$ cat src/rtl/button_led_sequencer.sv
// -----------------------------------------------------------------------------
// button_led_sequencer
//
// Sits between the two board push-buttons and the four board LEDs.
// Each button is level-normalised, synchronised, debounced and turned into a
// one-cycle press pulse. Button 0 steps a 4-mode LED pattern machine
// (STATIC -> COUNT -> SHIFT -> BLINK -> STATIC). Button 1 pauses or resumes
// the pattern. A prescaler sets the pattern step rate.
//
// Ports
//   io_systemClk    in   1  system clock, rising edge
//   io_asyncResetn  in   1  active-low reset, sampled synchronously
//   butons          in   2  raw button pins, asynchronous
//   leds            out  4  LED drive, 1 = lit, registered
//   mode            out  2  0 STATIC, 1 COUNT, 2 SHIFT, 3 BLINK
//   paused          out  1  1 = pattern stepping halted
//   btn_press       out  2  one-cycle pulse per accepted press
// -----------------------------------------------------------------------------

// Per-button conditioning: polarity fix, 2-flop synchroniser, debounce
// counter and rising-edge press pulse. Everything is in the "pressed = 1"
// domain after the polarity fix, so reset puts the synchroniser at 0.
module btn_debounce #(
   parameter int unsigned DEBOUNCE_CYCLES = 500000,
   parameter bit          ACTIVE_LOW      = 1'b1
) (
   input  logic clk,
   input  logic rst_n,
   input  logic pin,
   output logic level,
   output logic press
);

   localparam int CNT_W = (DEBOUNCE_CYCLES > 2) ? $clog2(DEBOUNCE_CYCLES) : 1;
   localparam logic [CNT_W-1:0] CNT_LAST = CNT_W'(DEBOUNCE_CYCLES - 1);

   logic             pin_act;
   logic [1:0]       sync;
   logic [CNT_W-1:0] cnt;
   logic             level_d;

   assign pin_act = ACTIVE_LOW ? ~pin : pin;

   always_ff @(posedge clk) begin
      if (!rst_n) begin
         sync    <= '0;
         cnt     <= '0;
         level   <= 1'b0;
         level_d <= 1'b0;
         press   <= 1'b0;
      end else begin
         sync    <= {sync[0], pin_act};
         level_d <= level;
         // Pulse one cycle after the debounced level rises; release is silent.
         press   <= level & ~level_d;
         if (sync[1] == level) begin
            cnt <= '0;
         end else if (cnt == CNT_LAST) begin
            // DEBOUNCE_CYCLES consecutive disagreeing samples: accept.
            level <= sync[1];
            cnt   <= '0;
         end else begin
            cnt <= cnt + CNT_W'(1);
         end
      end
   end

endmodule

module button_led_sequencer #(
   parameter int unsigned DEBOUNCE_CYCLES = 500000,
   parameter int unsigned TICK_CYCLES     = 25000000,
   parameter bit          BTN_ACTIVE_LOW  = 1'b1
) (
   input  logic       io_systemClk,
   input  logic       io_asyncResetn,
   input  logic [1:0] butons,
   output logic [3:0] leds,
   output logic [1:0] mode,
   output logic       paused,
   output logic [1:0] btn_press
);

   localparam int NUM_BTN = 2;
   localparam int TICK_W  = (TICK_CYCLES > 2) ? $clog2(TICK_CYCLES) : 1;
   localparam logic [TICK_W-1:0] TICK_LAST = TICK_W'(TICK_CYCLES - 1);

   typedef enum logic [1:0] {
      M_STATIC = 2'd0,
      M_COUNT  = 2'd1,
      M_SHIFT  = 2'd2,
      M_BLINK  = 2'd3
   } mode_t;

   logic [NUM_BTN-1:0] db_level;
   logic [NUM_BTN-1:0] press;

   mode_t              state_q, state_d;
   logic [3:0]         pat_q, pat_d;
   logic [3:0]         led_src;
   logic [TICK_W-1:0]  presc;
   logic               paused_q;
   logic               tick;
   logic               mode_chg;

   // ---------------------------------------------------------------- buttons
   for (genvar i = 0; i < NUM_BTN; i++) begin : g_btn
      btn_debounce #(
         .DEBOUNCE_CYCLES (DEBOUNCE_CYCLES),
         .ACTIVE_LOW      (BTN_ACTIVE_LOW)
      ) u_db (
         .clk   (io_systemClk),
         .rst_n (io_asyncResetn),
         .pin   (butons[i]),
         .level (db_level[i]),
         .press (press[i])
      );
   end

   assign btn_press = press;
   assign mode_chg  = press[0];

   // -------------------------------------------------------------- prescaler
   // Frozen while paused; restarted from 0 on every mode change so the first
   // step of a new mode is a full period after entry.
   assign tick = ~paused_q & (presc == TICK_LAST);

   always_ff @(posedge io_systemClk) begin
      if (!io_asyncResetn) begin
         presc <= '0;
      end else if (mode_chg) begin
         presc <= '0;
      end else if (!paused_q) begin
         presc <= tick ? '0 : presc + TICK_W'(1);
      end
   end

   // ------------------------------------------------------------------ pause
   // A mode change always clears pause, even if button 1 fired the same cycle.
   always_ff @(posedge io_systemClk) begin
      if (!io_asyncResetn) begin
         paused_q <= 1'b0;
      end else if (mode_chg) begin
         paused_q <= 1'b0;
      end else if (press[1]) begin
         paused_q <= ~paused_q;
      end
   end

   assign paused = paused_q;

   // --------------------------------------------------------------- mode FSM
   always_ff @(posedge io_systemClk) begin
      if (!io_asyncResetn) begin
         state_q <= M_STATIC;
         pat_q   <= '0;
      end else begin
         state_q <= state_d;
         pat_q   <= pat_d;
      end
   end

   always_comb begin
      state_d = state_q;
      pat_d   = pat_q;
      if (mode_chg) begin
         // Mode change wins over a coincident tick: load the entry value.
         unique case (state_q)
            M_STATIC: state_d = M_COUNT;
            M_COUNT:  state_d = M_SHIFT;
            M_SHIFT:  state_d = M_BLINK;
            M_BLINK:  state_d = M_STATIC;
            default:  state_d = M_STATIC;
         endcase
         pat_d = (state_d == M_SHIFT) ? 4'b0001 : 4'b0000;
      end else if (tick) begin
         unique case (state_q)
            M_COUNT: pat_d = pat_q + 4'd1;
            M_SHIFT: pat_d = {pat_q[2:0], pat_q[3]};
            M_BLINK: pat_d = ~pat_q;
            default: pat_d = pat_q;
         endcase
      end
   end

   assign mode = state_q;

   // ------------------------------------------------------------ LED output
   assign led_src = (state_q == M_STATIC) ? {2'b00, db_level} : pat_q;

   always_ff @(posedge io_systemClk) begin
      if (!io_asyncResetn) begin
         leds <= '0;
      end else begin
         leds <= led_src;
      end
   end

endmodule

$ cat config.mk
export PLATFORM = sky130hd
export DESIGN_NAME = button_led_sequencer
export DESIGN_NICKNAME = d
export VERILOG_FILES = /design/src/rtl/button_led_sequencer.sv
export SDC_FILE = /design/constraint.sdc
export NUM_CORES = 1
export LEC_CHECK = 0
export BUFFER_PORTS_ARGS = -buffer_cell sky130_fd_sc_hd__buf_2
export CAP_MARGIN = 5
export CORE_MARGIN = 2
export CORE_UTILIZATION = 25
export DETAILED_ROUTE_END_ITERATION = 8
export PLACE_DENSITY = 0.51
export RECOVER_POWER = 50
export SLEW_MARGIN = 40
export SYNTH_ARGS = -nofsm -noshare
export SYNTH_HDL_FRONTEND = slang
export SYNTH_SLANG_ARGS = --single-unit
$ cat constraint.sdc
create_clock -name io_systemClk -period 2.29 [get_ports io_systemClk]
set_input_delay 0.3435 -clock io_systemClk [delete_from_list [all_inputs] [get_ports io_systemClk]]
set_output_delay 0.3435 -clock io_systemClk [all_outputs]
set_load 0.1 [all_outputs]
==> run_results.csv <==
group,metric,value,unit
pwr,p_per_area,734,nW/um2
floorplanning,initial_utilization,0.254,
sta,period_share,0.882,
cts,cts_buffer_depth,2,
floorplanning,dieArea,16300,um2
floorplanning,rows,45,
synthesis,ys_ff_latch,84,
place,dpl-instance-area,4090,um2
critical_path,cp_max_fo,12,
floorplanning,fp.dieH,128,um
sta,fin_crit,2.02,ns
cts,htreeDepth,3,
routing,drc,0,
hold_path,hold_path_class,"input port to register",
routing,met3WireLength,203,um
synthesis,synth_edf_count,0,
sta,finalHoldViolations,0,
hold_path,hp-start,"butons[1]",
critical_path,end_kind,"register",
critical_path,reg2reg_from,"mode[0]$_SDFFE_PN0P_",
global_routing,grt_usage,0.101,
routing,drt_first_pass_iters,4,
cts,cts_tree,"yes",
synthesis,synthArstFlopShare,0,
critical_path,start_kind,"register",
synthesis,ys_types,42,
finish,stdcell_area,4420,um2
sta,maxSlewViolCount,0,
sta,fin_hold_ws,0.142,ns
synthesis,synth_ff_type,"dfxtp_1",
finish,antennaDiodeCount,0,
cts,numCtsBuffers,9,
cts,postCtsResizedCells,0,
routing,dr_wl_met2,3.55,mm
finish,drive_above_1_share,0.0705,
flow_run,max-cap-violations,0,
place,dpl.hpwl,5.45,mm
cts,hold_buffers,0,
sta,rsz0062_at_grt,"false",
critical_path,startpoint,"mode[0]$_SDFFE_PN0P_",
pwr,p_leak,1.45,nW
synthesis,muxShareOfSynthArea,0.0105,
cts,cts.sinks,84,
synthesis,synthXorXnorAreaFrac,0.0826,
synthesis,yosys_warnings,0,
routing,finalWirelength,7.63,mm
synthesis,synth.top_cell.area_share,0.441,
global_routing,antenna_found_initial,0,
routing,highest_layer,"met4",
synthesis,synthAdderAreaFrac,0.0262,
cts,cts-root-buf,"clkbuf_16",
floorplanning,ios,13,
pwr,power.total,3.25,mW
synthesis,ys_seq_area_frac,0.441,
synthesis,synthTopCellsByCount,"84 x dfxtp_1, 50 x nor2_1, 30 x a21oi_1",
synthesis,syn_area_per_cell,8.76,um2
synthesis,yosys.area_share.simple,0.284,
synthesis,synth_top_family_by_area,"simple AND/OR/NAND/NOR gates",
place,gp_congestion,0.783,
routing,drt_iter0_markers,137,
sta,setup_viol,0,
finish,syn_to_final_growth,15.8,%
routing,antenna_left,0,
synthesis,synthCells,436,
critical_path,cp_data_required_time,2.56,ns
status,status,"finished clean",
cts,clk_latency,0.34,ns
routing,post_drt_wl_per_cell,11.9,um
sta,setup-tns-final,0,ns
routing,viasPerCell,4.71,
global_routing,grt_max_degree,24,
routing,wl_met1,3.69,mm
pwr,peakVddDrop,0.000442,V
global_routing,overflow,0,
global_routing,grt_pass1_vias,2854,
synthesis,syn_nets,448,
cts,path_clk_slew,0.06,ns
floorplanning,core,15000,um2
place,numPortBuffers,12,
hold_path,hold-path-cell-count,2,
critical_path,critPathArrivalTime,2.29,ns
synthesis,synthTopCellsByArea,"dfxtp_1 44%, xor2_1 5.0%, nor2_1 4.9%, a21oi_1 3.9%, nand3_1 3.3%",
finish,final_util,0.294,
floorplanning,die_w,128,um
critical_path,r2r_cells,6,
synthesis,synth.most_common_cell,"dfxtp_1",
finish,fillers,1580,
sta,max_freq,0.495,GHz
sta,relSlewSlack,0.193,
cts,cts_setup_buffers,0,
synthesis,syn_area,3820,um2
sta,worst_slew_pin_slew,1.22,ns
global_routing,grt_pass1_wl,13.1,mm
synthesis,synth_compound_area_frac,0.121,
sta,skew,0.00347,ns
synthesis,yosysTopAreaCell,"dfxtp_1",
critical_path,setup.worst_path.class,"register to register",
finish,nets,461,
routing,via_count,3023,
placed cells by master, fill, tap and decap left out, types with 2 or more instances in the layout:
cell	netlist	routed
a211oi_1	3	3
a21o_1	3	3
a21oi_1	30	30
a31oi_1	3	3
and2_0	0	2
and2_1	7	5
and3_1	5	5
and4_1	7	7
buf_2	11	3
buf_4	2	5
bufinv_16	0	3
clkbuf_1	5	10
clkbuf_16	0	9
clkbuf_2	0	2
clkbuf_8	0	2
clkinv_4	0	2
dfxtp_1	84	83
ha_1	8	8
inv_1	13	13
mux2i_1	4	4
nand2_1	29	29
nand2b_1	4	4
nand3_1	25	25
nand3_2	2	2
nand4_1	11	11
nand4_2	2	2
nor2_1	50	50
nor2b_1	5	5
nor3_1	5	5
nor4_1	6	6
nor4b_1	4	4
o211a_1	2	2
o21ai_0	17	17
o31ai_1	13	13
or3_1	14	14
or4_1	15	15
or4b_1	2	2
xnor2_1	14	14
xor2_1	22	22
worst paths after layout:
check                                     end  slack [ns]
max                     pat_q[0]$_SDFFE_PN0P_        0.27
max reg2reg             pat_q[0]$_SDFFE_PN0P_        0.27
min          g_btn[1].u_db.sync[0]$_SDFF_PN0_        0.14
min reg2reg    g_btn[0].u_db.press$_SDFF_PN0_        0.38
layer usage:
layer,vias up,track usage
met3,9,0.0243
li1,1581,-
met2,19,0.160
met4,0,0.0627
met5,-,0
met1,1414,0.123
state kept, by name, summed over array words and instances (netlist names):
signal	flops
pat_q	4
leds	4
paused	1
mode	2
g_btn.u_db.cnt	38
g_btn.u_db.press	2
presc	25
g_btn.u_db.level_d	2
g_btn.u_db.sync	4
g_btn.u_db.level	2
power breakdown:
part | total (mW) | leakage (nW) | internal (mW) | switching (mW)
clock | 1.72 | 0.176 | 1.13 | 0.596
sequential | 1.48 | 0.678 | 1.47 | 0.00634
combinational | 0.0440 | 0.596 | 0.0153 | 0.0288
total | 3.25 | 1.45 | 2.61 | 0.631
layout make-up:
type                       instances  area [um2]  area share
clock inverter                     5         108      0.0243
timing repair buffer              20         100      0.0226
multi-input combinational        321        1990       0.451
sequential                        84        1680       0.381
clock buffer                      11         253      0.0572
inverter                          13        48.8      0.0110
tap                              188         235      0.0532
critical path: stages, from the launching register on:
cell and delay [ns]:
dfxtp_1 0.39, inv_1 0.08, ha_1 0.32, or4b_1 0.56, a21o_1 0.19, a211o_1 0.25, a31oi_1 0.15
cells by family after synthesis:
kind of cell	after synthesis
AOI/OAI and AO/OA	76
xor gates and xnor gates	36
adders and majority gates	8
buffers and inverters	31
DFF	84
muxes	4
and+or+nand+nor	197
per-stage QoR:
step	worst slack, ns	instances
after floorplan	0.0638	436
after global placement	0.406	626
after detailed placement	0.345	626
after CTS	0.335	642
after global routing	0.147	642
final	0.271	642
No activity file was read; power rests on OpenSTA's default activity.
